### config.mk
export PLATFORM = sky130hd
export DESIGN_NAME = ps2_kbd_port
export DESIGN_NICKNAME = d
export VERILOG_FILES = /design/src/rtl/ps2_pkg.sv /design/src/rtl/ps2_kbd_fifo.sv /design/src/rtl/ps2_kbd_port.sv
export SDC_FILE = /design/constraint.sdc
export NUM_CORES = 1
export LEC_CHECK = 0
export ABC_AREA = 1
export CORE_UTILIZATION = 60
export CTS_CLUSTER_SIZE = 12
export DETAILED_ROUTE_END_ITERATION = 10
export PLACE_DENSITY = 0.87
export SYNTH_ARGS = -nofsm -noshare
export SYNTH_HDL_FRONTEND = slang
export SYNTH_SLANG_ARGS = --single-unit
### constraint.sdc
create_clock -name clk -period 5 [get_ports clk]
set_input_delay 0.75 -clock clk [delete_from_list [all_inputs] [get_ports clk]]
set_output_delay 0.75 -clock clk [all_outputs]
set_load 0.01 [all_outputs]
### src/rtl/ps2_pkg.sv
// Shared constants and helpers for the PS/2 keyboard host port.
package ps2_pkg;

  localparam logic [1:0] ADR_DATA = 2'b00;
  localparam logic [1:0] ADR_STAT = 2'b10;

  localparam logic [7:0] CMD_KBD_DIS = 8'hAD;
  localparam logic [7:0] CMD_KBD_EN  = 8'hAE;

  localparam int ST_OBF = 0;
  localparam int ST_IBF = 1;
  localparam int ST_SYS = 2;
  localparam int ST_EN  = 4;
  localparam int ST_OVF = 7;

  // Kind of bus access decoded in the request cycle
  typedef enum logic [2:0] {
    ACC_NONE,
    ACC_RD_DATA,
    ACC_RD_STAT,
    ACC_WR_STAT,
    ACC_OTHER
  } wb_acc_e;

  // Assemble the 8042-style status byte; the input buffer is never busy
  function automatic logic [7:0] status_byte(input logic obf, input logic sys,
                                             input logic en, input logic ov);
    logic [7:0] s;
    s         = 8'h00;
    s[ST_OBF] = obf;
    s[ST_IBF] = 1'b0;
    s[ST_SYS] = sys;
    s[ST_EN]  = en;
    s[ST_OVF] = ov;
    return s;
  endfunction

endpackage

### src/rtl/ps2_kbd_fifo.sv
// Byte FIFO between the scancode strobe and the host data port.
// Head is read combinationally; a push while full is accepted only when a
// pop happens in the same cycle (the slot being vacated is reused).
module ps2_kbd_fifo #(
  parameter int AW = 4
) (
  input  logic          clk,
  input  logic          reset_n,
  input  logic          push,
  input  logic          pop,
  input  logic [7:0]    din,
  output logic [7:0]    dout,
  output logic          full,
  output logic          empty,
  output logic [AW:0]   level
);

  logic [7:0]  mem [0:(1<<AW)-1];
  logic [AW:0] wr_ptr;
  logic [AW:0] rd_ptr;
  logic        do_push;
  logic        do_pop;

  assign empty   = (wr_ptr == rd_ptr);
  assign full    = (wr_ptr[AW] != rd_ptr[AW]) && (wr_ptr[AW-1:0] == rd_ptr[AW-1:0]);
  assign level   = wr_ptr - rd_ptr;
  assign dout    = mem[rd_ptr[AW-1:0]];
  assign do_pop  = pop & ~empty;
  assign do_push = push & (~full | do_pop);

  // Pointer update; extra MSB distinguishes full from empty
  always_ff @(posedge clk or negedge reset_n) begin
    if (!reset_n) begin
      wr_ptr <= '0;
      rd_ptr <= '0;
    end else begin
      if (do_push) wr_ptr <= wr_ptr + 1'b1;
      if (do_pop)  rd_ptr <= rd_ptr + 1'b1;
    end
  end

  // Storage write; contents are don't-care until pointed at, so no reset
  always_ff @(posedge clk) begin
    if (do_push) mem[wr_ptr[AW-1:0]] <= din;
  end

endmodule

### src/rtl/ps2_kbd_port.sv
// 8042-style keyboard port: scancode FIFO behind a Wishbone slave with a
// data port (0x60), status/command port (0x64) and a level IRQ1 source.
// Accesses are acked one cycle after the request; their side effects
// (pop, ovf clear, enable/disable) are committed during the ack cycle.
module ps2_kbd_port
  import ps2_pkg::*;
#(
  parameter int   FIFO_AW    = 4,
  parameter logic STATUS_SYS = 1'b1
) (
  input  logic               clk,
  input  logic               reset_n,
  input  logic [7:0]         scancode,
  input  logic               rx_output_strobe,
  input  logic [1:0]         wb_adr_i,
  input  logic [15:0]        wb_dat_i,
  output logic [15:0]        wb_dat_o,
  input  logic [1:0]         wb_sel_i,
  input  logic               wb_we_i,
  input  logic               wb_stb_i,
  input  logic               wb_cyc_i,
  output logic               wb_ack_o,
  output logic               kbd_irq,
  output logic [FIFO_AW:0]   fifo_level
);

  logic [7:0]        fifo_head;
  logic              fifo_full;
  logic              fifo_empty;
  logic              kbd_en;
  logic              ovf;
  logic [7:0]        data_hold;
  logic              pend_pop;
  logic              pend_clr_ovf;
  logic              pend_dis;
  logic              pend_en;
  logic              push_ok;
  logic              pop_ok;
  logic              drop;
  logic [FIFO_AW:0]  level_nxt;
  logic              kbd_en_nxt;
  logic              ovf_nxt;
  logic              irq_nxt;
  logic [15:0]       dat_nxt;
  wb_acc_e           acc;
  logic              unused_bits;

  assign unused_bits = &{1'b0, wb_dat_i[15:8], wb_sel_i[1]};

  ps2_kbd_fifo #(.AW(FIFO_AW)) u_fifo (
    .clk     (clk),
    .reset_n (reset_n),
    .push    (push_ok),
    .pop     (pop_ok),
    .din     (scancode),
    .dout    (fifo_head),
    .full    (fifo_full),
    .empty   (fifo_empty),
    .level   (fifo_level)
  );

  // Classify a new request; the ack cycle itself is never a new request
  always_comb begin
    acc = ACC_NONE;
    if (wb_stb_i && wb_cyc_i && !wb_ack_o) begin
      if (!wb_sel_i[0])                            acc = ACC_OTHER;
      else if (!wb_we_i && wb_adr_i == ADR_DATA)   acc = ACC_RD_DATA;
      else if (!wb_we_i && wb_adr_i == ADR_STAT)   acc = ACC_RD_STAT;
      else if (wb_we_i && wb_adr_i == ADR_STAT)    acc = ACC_WR_STAT;
      else                                         acc = ACC_OTHER;
    end
  end

  // Read data captured in the request cycle so it is stable during ack
  always_comb begin
    dat_nxt = 16'h0000;
    case (acc)
      ACC_RD_DATA: dat_nxt = {8'h00, fifo_empty ? data_hold : fifo_head};
      ACC_RD_STAT: dat_nxt = {8'h00, status_byte(~fifo_empty, STATUS_SYS, kbd_en, ovf)};
      default:     dat_nxt = 16'h0000;
    endcase
  end

  // FIFO handshakes and next values of the control state
  always_comb begin
    pop_ok     = pend_pop & ~fifo_empty;
    push_ok    = rx_output_strobe & kbd_en & (~fifo_full | pop_ok);
    drop       = rx_output_strobe & kbd_en & fifo_full & ~pop_ok;
    level_nxt  = fifo_level + (FIFO_AW+1)'(push_ok) - (FIFO_AW+1)'(pop_ok);
    kbd_en_nxt = kbd_en;
    if (pend_dis)     kbd_en_nxt = 1'b0;
    else if (pend_en) kbd_en_nxt = 1'b1;
    ovf_nxt = ovf;
    if (pend_clr_ovf) ovf_nxt = 1'b0;
    if (drop)         ovf_nxt = 1'b1;
    irq_nxt = (level_nxt != '0) & kbd_en_nxt;
  end

  // Bus side: registered ack/data plus the side effects queued for the ack cycle
  always_ff @(posedge clk or negedge reset_n) begin
    if (!reset_n) begin
      wb_ack_o     <= 1'b0;
      wb_dat_o     <= 16'h0000;
      pend_pop     <= 1'b0;
      pend_clr_ovf <= 1'b0;
      pend_dis     <= 1'b0;
      pend_en      <= 1'b0;
    end else begin
      wb_ack_o     <= (acc != ACC_NONE);
      wb_dat_o     <= dat_nxt;
      pend_pop     <= (acc == ACC_RD_DATA) & ~fifo_empty;
      pend_clr_ovf <= (acc == ACC_RD_STAT) & ovf;
      pend_dis     <= (acc == ACC_WR_STAT) && (wb_dat_i[7:0] == CMD_KBD_DIS);
      pend_en      <= (acc == ACC_WR_STAT) && (wb_dat_i[7:0] == CMD_KBD_EN);
    end
  end

  // Control state: enable, sticky overflow, interrupt level and last-read byte
  always_ff @(posedge clk or negedge reset_n) begin
    if (!reset_n) begin
      kbd_en    <= 1'b1;
      ovf       <= 1'b0;
      kbd_irq   <= 1'b0;
      data_hold <= 8'h00;
    end else begin
      kbd_en  <= kbd_en_nxt;
      ovf     <= ovf_nxt;
      kbd_irq <= irq_nxt;
      if (pop_ok) data_hold <= fifo_head;
    end
  end

endmodule

==> results.sh, run 1 <==
export IMPL_hp_class="flip-flop to flip-flop"
export IMPL_hold_ws_ps=395
export IMPL_cts_hold_buf=0
export IMPL_top_layer="met4"
export IMPL_cts_clk_slew_worst_paths_ps=60
export IMPL_clock_latency_ps=420
export IMPL_yosys_warnings=0
export IMPL_hold_depth=1
export IMPL_cap_viol_max_count=0
export IMPL_finalClockSkew_ps=8.98
export IMPL_hold_path_endpoint="kbd_en"
export IMPL_drv_slew=0
export IMPL_worstReg2RegEnd="kbd_irq"
export IMPL_start_util=0.613
export IMPL_grt_max_degree=77
export IMPL_fin_area_sq_mm=0.00829
export IMPL_die_area_sq_mm=0.0127
export IMPL_drt_iter0_drc=513
export IMPL_tightest_slew_ps=906
export IMPL_grt_pass1_wl_um=25800
export IMPL_setup_viol_count_final=0
export IMPL_ys_flop_type="edfxtp_1"
export IMPL_final_util=0.693
export IMPL_rr_worst_depth=20
export IMPL_layout_min_cycle_time_ps=3900
export IMPL_ir_drop_v=0.000217
export IMPL_cts_root_buf="clkbuf_16"
export IMPL_power_leakage_nw=3.42
export IMPL_fillers=823
export IMPL_syn_area_sq_mm=0.00734
export IMPL_synthCells=715
export IMPL_cp_end_kind="output pin"
export IMPL_hold_violations=0
export IMPL_met2_length_um=8290
export IMPL_cts_tree="yes"
export IMPL_postCtsSetupBuffers=0
export IMPL_status="finished, final reports clean"
export IMPL_r2r_start="u_fifo.rd_ptr[2]"
export IMPL_drt_met1_wl_um=6290
export IMPL_cts_resized_gates=0
export IMPL_drt_pass1_iter_count=6
export IMPL_final_seq_area_sq_mm=0.00470
export IMPL_cts_sink_count=162
export IMPL_seq_area_frac_synth=0.640
export IMPL_core_sq_mm=0.0120
export IMPL_totalWireLength_um=16400
export IMPL_antenna_cells=0
export IMPL_setup_tns_ps=0
export IMPL_dp_cells=877
export IMPL_rsz0062_at_grt="no"
export IMPL_multi_input_area_sq_mm=0.00219
export IMPL_fmax_mhz=256
export IMPL_grt_total_usage=0.274
export IMPL_cts_made_buffers=17
export IMPL_dpl_cell_area_sq_mm=0.00772
export IMPL_startpoint="u_fifo.rd_ptr[2]"
export IMPL_rows=40
export IMPL_via_per_inst=5.76
export IMPL_overflow=0
export IMPL_relSlewSlack=0.395
export IMPL_min_period_over_period=0.781
export IMPL_io_buffer_count=39
export IMPL_instances_no_fill=908
export IMPL_dieWidth_um=113
export IMPL_startpoint_type="flip-flop"
export IMPL_wl_met3_um=1360
export IMPL_ant_nets=0
export IMPL_antenna_found_initial=0
export IMPL_synth_edf_count=128
export IMPL_first_global_vias=5176
export IMPL_hpwl_um=10000
export IMPL_cp_data_required_time_ps=4250
export IMPL_nets=798
export IMPL_drive_gt1_frac=0.0578
export IMPL_gp_congestion=0.868
export IMPL_criticalPathCategory="flip-flop to output pin"
export IMPL_cts_max_level=4
export IMPL_power_density_mw_per_mm2=479
export IMPL_crit_fanout=13
export IMPL_cp_arrival_ps=3150
export IMPL_r2r_setup_slack_ps=1200
export IMPL_syn_avg_cell_area_sq_um=10.3
export IMPL_ys_seq_elements=162
export IMPL_synthArstFlopShare=0.210
export IMPL_dieHeight_um=113
export IMPL_drc=0
export IMPL_hp_start="pend_dis"
export IMPL_syn_to_final_growth_pct=13.0
export IMPL_io_pin_count=57
export IMPL_synthDistinctLibCells=38
export IMPL_dr_total_vias=5234
export IMPL_wl_per_cell_um=18.0
export IMPL_clock_path_buffers=2
-- placed cells by master, fill, tap and decap left out, types with 3 or more instances in the layout --
master,n
nor2_1,128
nor3_1,3
buf_4,3
xor2_1,8
nand4_2,3
nand3_1,50
nor2_4,3
ha_1,13
a21oi_1,9
conb_1,8
o21ai_0,38
bufinv_16,3
inv_1,56
nand2_1,169
edfxtp_1,128
clkdlybuf4s50_1,39
clkinv_1,5
dfrtp_1,32
clkbuf_16,17
a31oi_1,4
o21ai_1,13
clkinvlp_4,4
-- per-layer routing --
metal,track usage,vias to the layer above
met3,0.0529,42
met5,0,-
met4,0.117,0
met2,0.472,297
met1,0.339,2480
li1,-,2415
-- Yosys cell counts (2+ instances only) --
library cell | n | area (sq um)
xnor2_1 | 2 | 17.5
ha_1 | 13 | 163
xor2_1 | 8 | 70.1
dfrtp_1 | 33 | 826
nand4_1 | 2 | 12.5
nand3_1 | 50 | 250
a21oi_1 | 9 | 45.0
o21ai_1 | 13 | 65.1
nand2_1 | 169 | 634
inv_1 | 56 | 210
buf_4 | 10 | 75.1
clkinv_1 | 2 | 7.51
a31oi_1 | 4 | 25.0
clkbuf_1 | 4 | 15.0
nor2_1 | 128 | 480
inv_2 | 2 | 7.51
buf_2 | 10 | 50.1
nor2_4 | 3 | 33.8
fa_1 | 2 | 40.0
nor3_1 | 3 | 15.0
edfxtp_1 | 128 | 3840
buf_6 | 9 | 101
nand4_2 | 3 | 37.5
o21ai_0 | 38 | 190
-- worst max-delay path by stage --
stage / depth (start not counted) / to
after global routing: 21 / kbd_irq
after CTS: 8 / fifo_level[3]
final: 8 / fifo_level[3]
after floorplan: 22 / kbd_irq
after global placement: 19 / kbd_irq
after detailed placement: 20 / kbd_irq
-- kinds of logic (layout without fill, tap and decap cells) --
group                    count (synthesis)  count (layout)  share of synthesized area
AO/OA/AOI/OAI                           67              67                     0.0474
XOR/XNOR                                11              11                     0.0142
adder cells (fa/ha/maj)                 15              15                     0.0276
buffers and inverters                   95             134                     0.0650
flip-flops                             162             162                      0.640
other                                    1               8                   0.000511
AND/OR/NAND/NOR                        364             364                      0.205
-- metrics by stage --
step                      setup WS (ps)  total power, mW
after CTS                          1100             3.95
final                              1100             3.97
after detailed placement           1280             2.68
after global placement             1440             2.60
after global routing                951             4.17
after floorplan                    2130             2.45
-- flip-flops by register name (all words and copies together), names as in the netlist --
signal / cells
pend_clr_ovf: 1
u_fifo.rd_ptr: 5
wb_ack_o: 1
u_fifo.wr_ptr: 5
pend_dis: 1
ovf: 1
data_hold: 8
pend_pop: 1
pend_en: 1
kbd_irq: 1
u_fifo.mem: 128
wb_dat_o: 8
kbd_en: 1
-- cell type report --
cell class	instances	area share
clock buffers	19	0.0522
clock inverters	12	0.0171
inverters	61	0.0279
multi-input cells	465	0.264
flip-flops and latches	162	0.566
well taps	147	0.0222
repair buffers	42	0.0498
-- power by group --
group	internal, mW	switching (mW)	total (mW)
Clock	0.774	0.503	1.28
Sequential	1.50	0.0283	1.53
Combinational	0.381	0.779	1.16
-- worst max-delay path: stages (launching register included) --
cell and delay [ps]:
dfrtp_1 670, clkinv_1 440, ha_1 500, a21oi_1 260
nand2_1 110, nand2_1 100, nand2_1 80, inv_1 50
clkdlybuf4s50_1 520
(Power assumes the default switching activity.)
==> run 2: changes to the inputs <==
--- a/config.mk
+++ b/config.mk
@@ -6,10 +6,10 @@
 export NUM_CORES = 1
 export LEC_CHECK = 0
 export ABC_AREA = 1
-export CORE_UTILIZATION = 60
+export CORE_UTILIZATION = 53
 export CTS_CLUSTER_SIZE = 12
 export DETAILED_ROUTE_END_ITERATION = 10
-export PLACE_DENSITY = 0.87
+export PLACE_DENSITY = 0.81
 export SYNTH_ARGS = -nofsm -noshare
 export SYNTH_HDL_FRONTEND = slang
 export SYNTH_SLANG_ARGS = --single-unit
==> constraint.sdc (replaced) <==
create_clock -name clk -period 3.34 [get_ports clk]
set_input_delay 0.501 -clock clk [delete_from_list [all_inputs] [get_ports clk]]
set_output_delay 0.501 -clock clk [all_outputs]
set_load 0.01 [all_outputs]
==> results.sh, run 2 (synthesized netlist as in run 1, its figures left out) <==
export IMPL_die_area_sq_mm=0.0143
export IMPL_cts_made_buffers=17
export IMPL_dieHeight_um=120
export IMPL_clock_path_buffers=2
export IMPL_hold_depth=1
export IMPL_dr_total_vias=5119
export IMPL_power_leakage_nw=3.47
export IMPL_nets=806
export IMPL_largest_register_ffs=128
export IMPL_cts_root_buf="clkbuf_16"
export IMPL_hold_violations=0
export IMPL_gp_congestion=0.893
export IMPL_r2r_setup_slack_ps=370
export IMPL_hp_start="pend_dis"
export IMPL_syn_to_final_growth_pct=14.4
export IMPL_overflow=0
export IMPL_setup_viol_count_final=0
export IMPL_startpoint_type="flip-flop"
export IMPL_finalClockSkew_ps=9.25
export IMPL_cts_tree="yes"
export IMPL_cts_hold_buf=0
export IMPL_cts_sink_count=162
export IMPL_cp_arrival_ps=2530
export IMPL_status="finished, final reports clean"
export IMPL_setup_tns_ps=0
export IMPL_final_common_cell="nand2_1"
export IMPL_relSlewSlack=0.302
export IMPL_hpwl_um=9640
export IMPL_tightest_slew_ps=1040
export IMPL_instances_no_fill=944
export IMPL_drc=0
export IMPL_final_cell_mix="nand2_1, nor2_1, edfxtp_1"
export IMPL_cp_end_kind="output pin"
export IMPL_fmax_mhz=330
export IMPL_power_density_mw_per_mm2=714
export IMPL_antenna_cells=0
export IMPL_drv_slew=0
export IMPL_via_per_inst=5.42
export IMPL_crit_fanout=4
export IMPL_criticalPathCategory="flip-flop to output pin"
export IMPL_cts_max_level=4
export IMPL_fillers=1021
export IMPL_totalWireLength_um=15300
export IMPL_ant_nets=0
export IMPL_postCtsSetupBuffers=0
export IMPL_final_seq_area_sq_mm=0.00470
export IMPL_multi_input_area_sq_mm=0.00219
export IMPL_grt_total_usage=0.228
export IMPL_drt_pass1_iter_count=5
export IMPL_start_util=0.550
export IMPL_core_sq_mm=0.0133
export IMPL_rsz0062_at_grt="no"
export IMPL_antenna_found_initial=0
export IMPL_cp_data_required_time_ps=2840
export IMPL_rr_worst_depth=17
export IMPL_worstReg2RegEnd="kbd_irq"
export IMPL_wl_per_cell_um=16.2
export IMPL_ir_drop_v=0.000405
export IMPL_rows=42
export IMPL_cts_clk_slew_worst_paths_ps=60
export IMPL_dp_cells=914
export IMPL_grt_pass1_wl_um=24500
export IMPL_cts_resized_gates=0
export IMPL_clock_latency_ps=420
export IMPL_hold_path_endpoint="kbd_en"
export IMPL_layout_min_cycle_time_ps=3030
export IMPL_drive_gt1_frac=0.0638
export IMPL_r2r_start="u_fifo.wr_ptr[3]"
export IMPL_grt_max_degree=77
export IMPL_io_pin_count=57
export IMPL_cap_viol_max_count=0
export IMPL_first_global_vias=4893
export IMPL_min_period_over_period=0.908
export IMPL_hp_class="flip-flop to flip-flop"
export IMPL_drt_iter0_drc=442
export IMPL_dieWidth_um=120
export IMPL_io_buffer_count=39
-- run 2: cell count changes in the layout (fill, tap and decap cells not counted), sizes merged --
cell / before / now
clkinv: 7 / 5
clkinvlp: 4 / 0
clkbuf: 19 / 23
bufinv: 3 / 4
buf: 3 / 11
-- run 2: critical path, stage by stage (launching register included) --
cell and delay (ps):
dfrtp_1 420, inv_1 150, ha_1 160, inv_1 60, fa_1 410, xor2_1 320, clkdlybuf4s50_1 600
-- run 2: worst max-delay path by stage --
stage	end	start	slack (ps)	cells after the start
3_3_place_gp	kbd_irq	u_fifo.wr_ptr[3]	530	17
6_report	fifo_level[2]	u_fifo.wr_ptr[0]	310	6
3_5_place_dp	kbd_irq	u_fifo.wr_ptr[0]	420	20
2_1_floorplan	kbd_irq	u_fifo.rd_ptr[1]	470	22
4_1_cts	fifo_level[2]	u_fifo.wr_ptr[0]	300	6
5_1_grt	fifo_level[2]	u_fifo.wr_ptr[0]	140	6
-- run 2: routing by layer --
layer | vias to the layer above | wire, um | share of wire | global-route usage
li1 | 2427 | - | - | -
met1 | 2430 | 6470 | 0.42 | 0.300
met2 | 234 | 7340 | 0.48 | 0.364
met3 | 28 | 1140 | 0.074 | 0.0485
met4 | 0 | 374 | 0.024 | 0.106
met5 | - | 0 | 0 | 0
-- run 2: power breakdown --
part,internal (mW),switching [mW]
clock network,1.24,0.710
registers,2.25,0.0361
logic,0.589,1.17
-- run 2: final cells by class --
type                    instances  area share
flip-flops and latches        162       0.559
repair buffers                 50      0.0563
multi-input cells             465       0.261
clock buffers                  23      0.0534
clock inverters                 7      0.0159
well taps                     176      0.0262
inverters                      61      0.0276
-- run 2: per-stage QoR --
step	setup slack, ps	utilization	total power [mW]	instance area (sq um)	hold WS [ps]
after global routing	137	0.629	6.31	8400	406
after global placement	526	0.585	3.97	7810	375
final	306	0.629	6.00	8400	377
after floorplan	467	-	3.67	7360	205
after CTS	295	0.629	6.00	8400	380
after detailed placement	417	0.585	4.04	7810	373
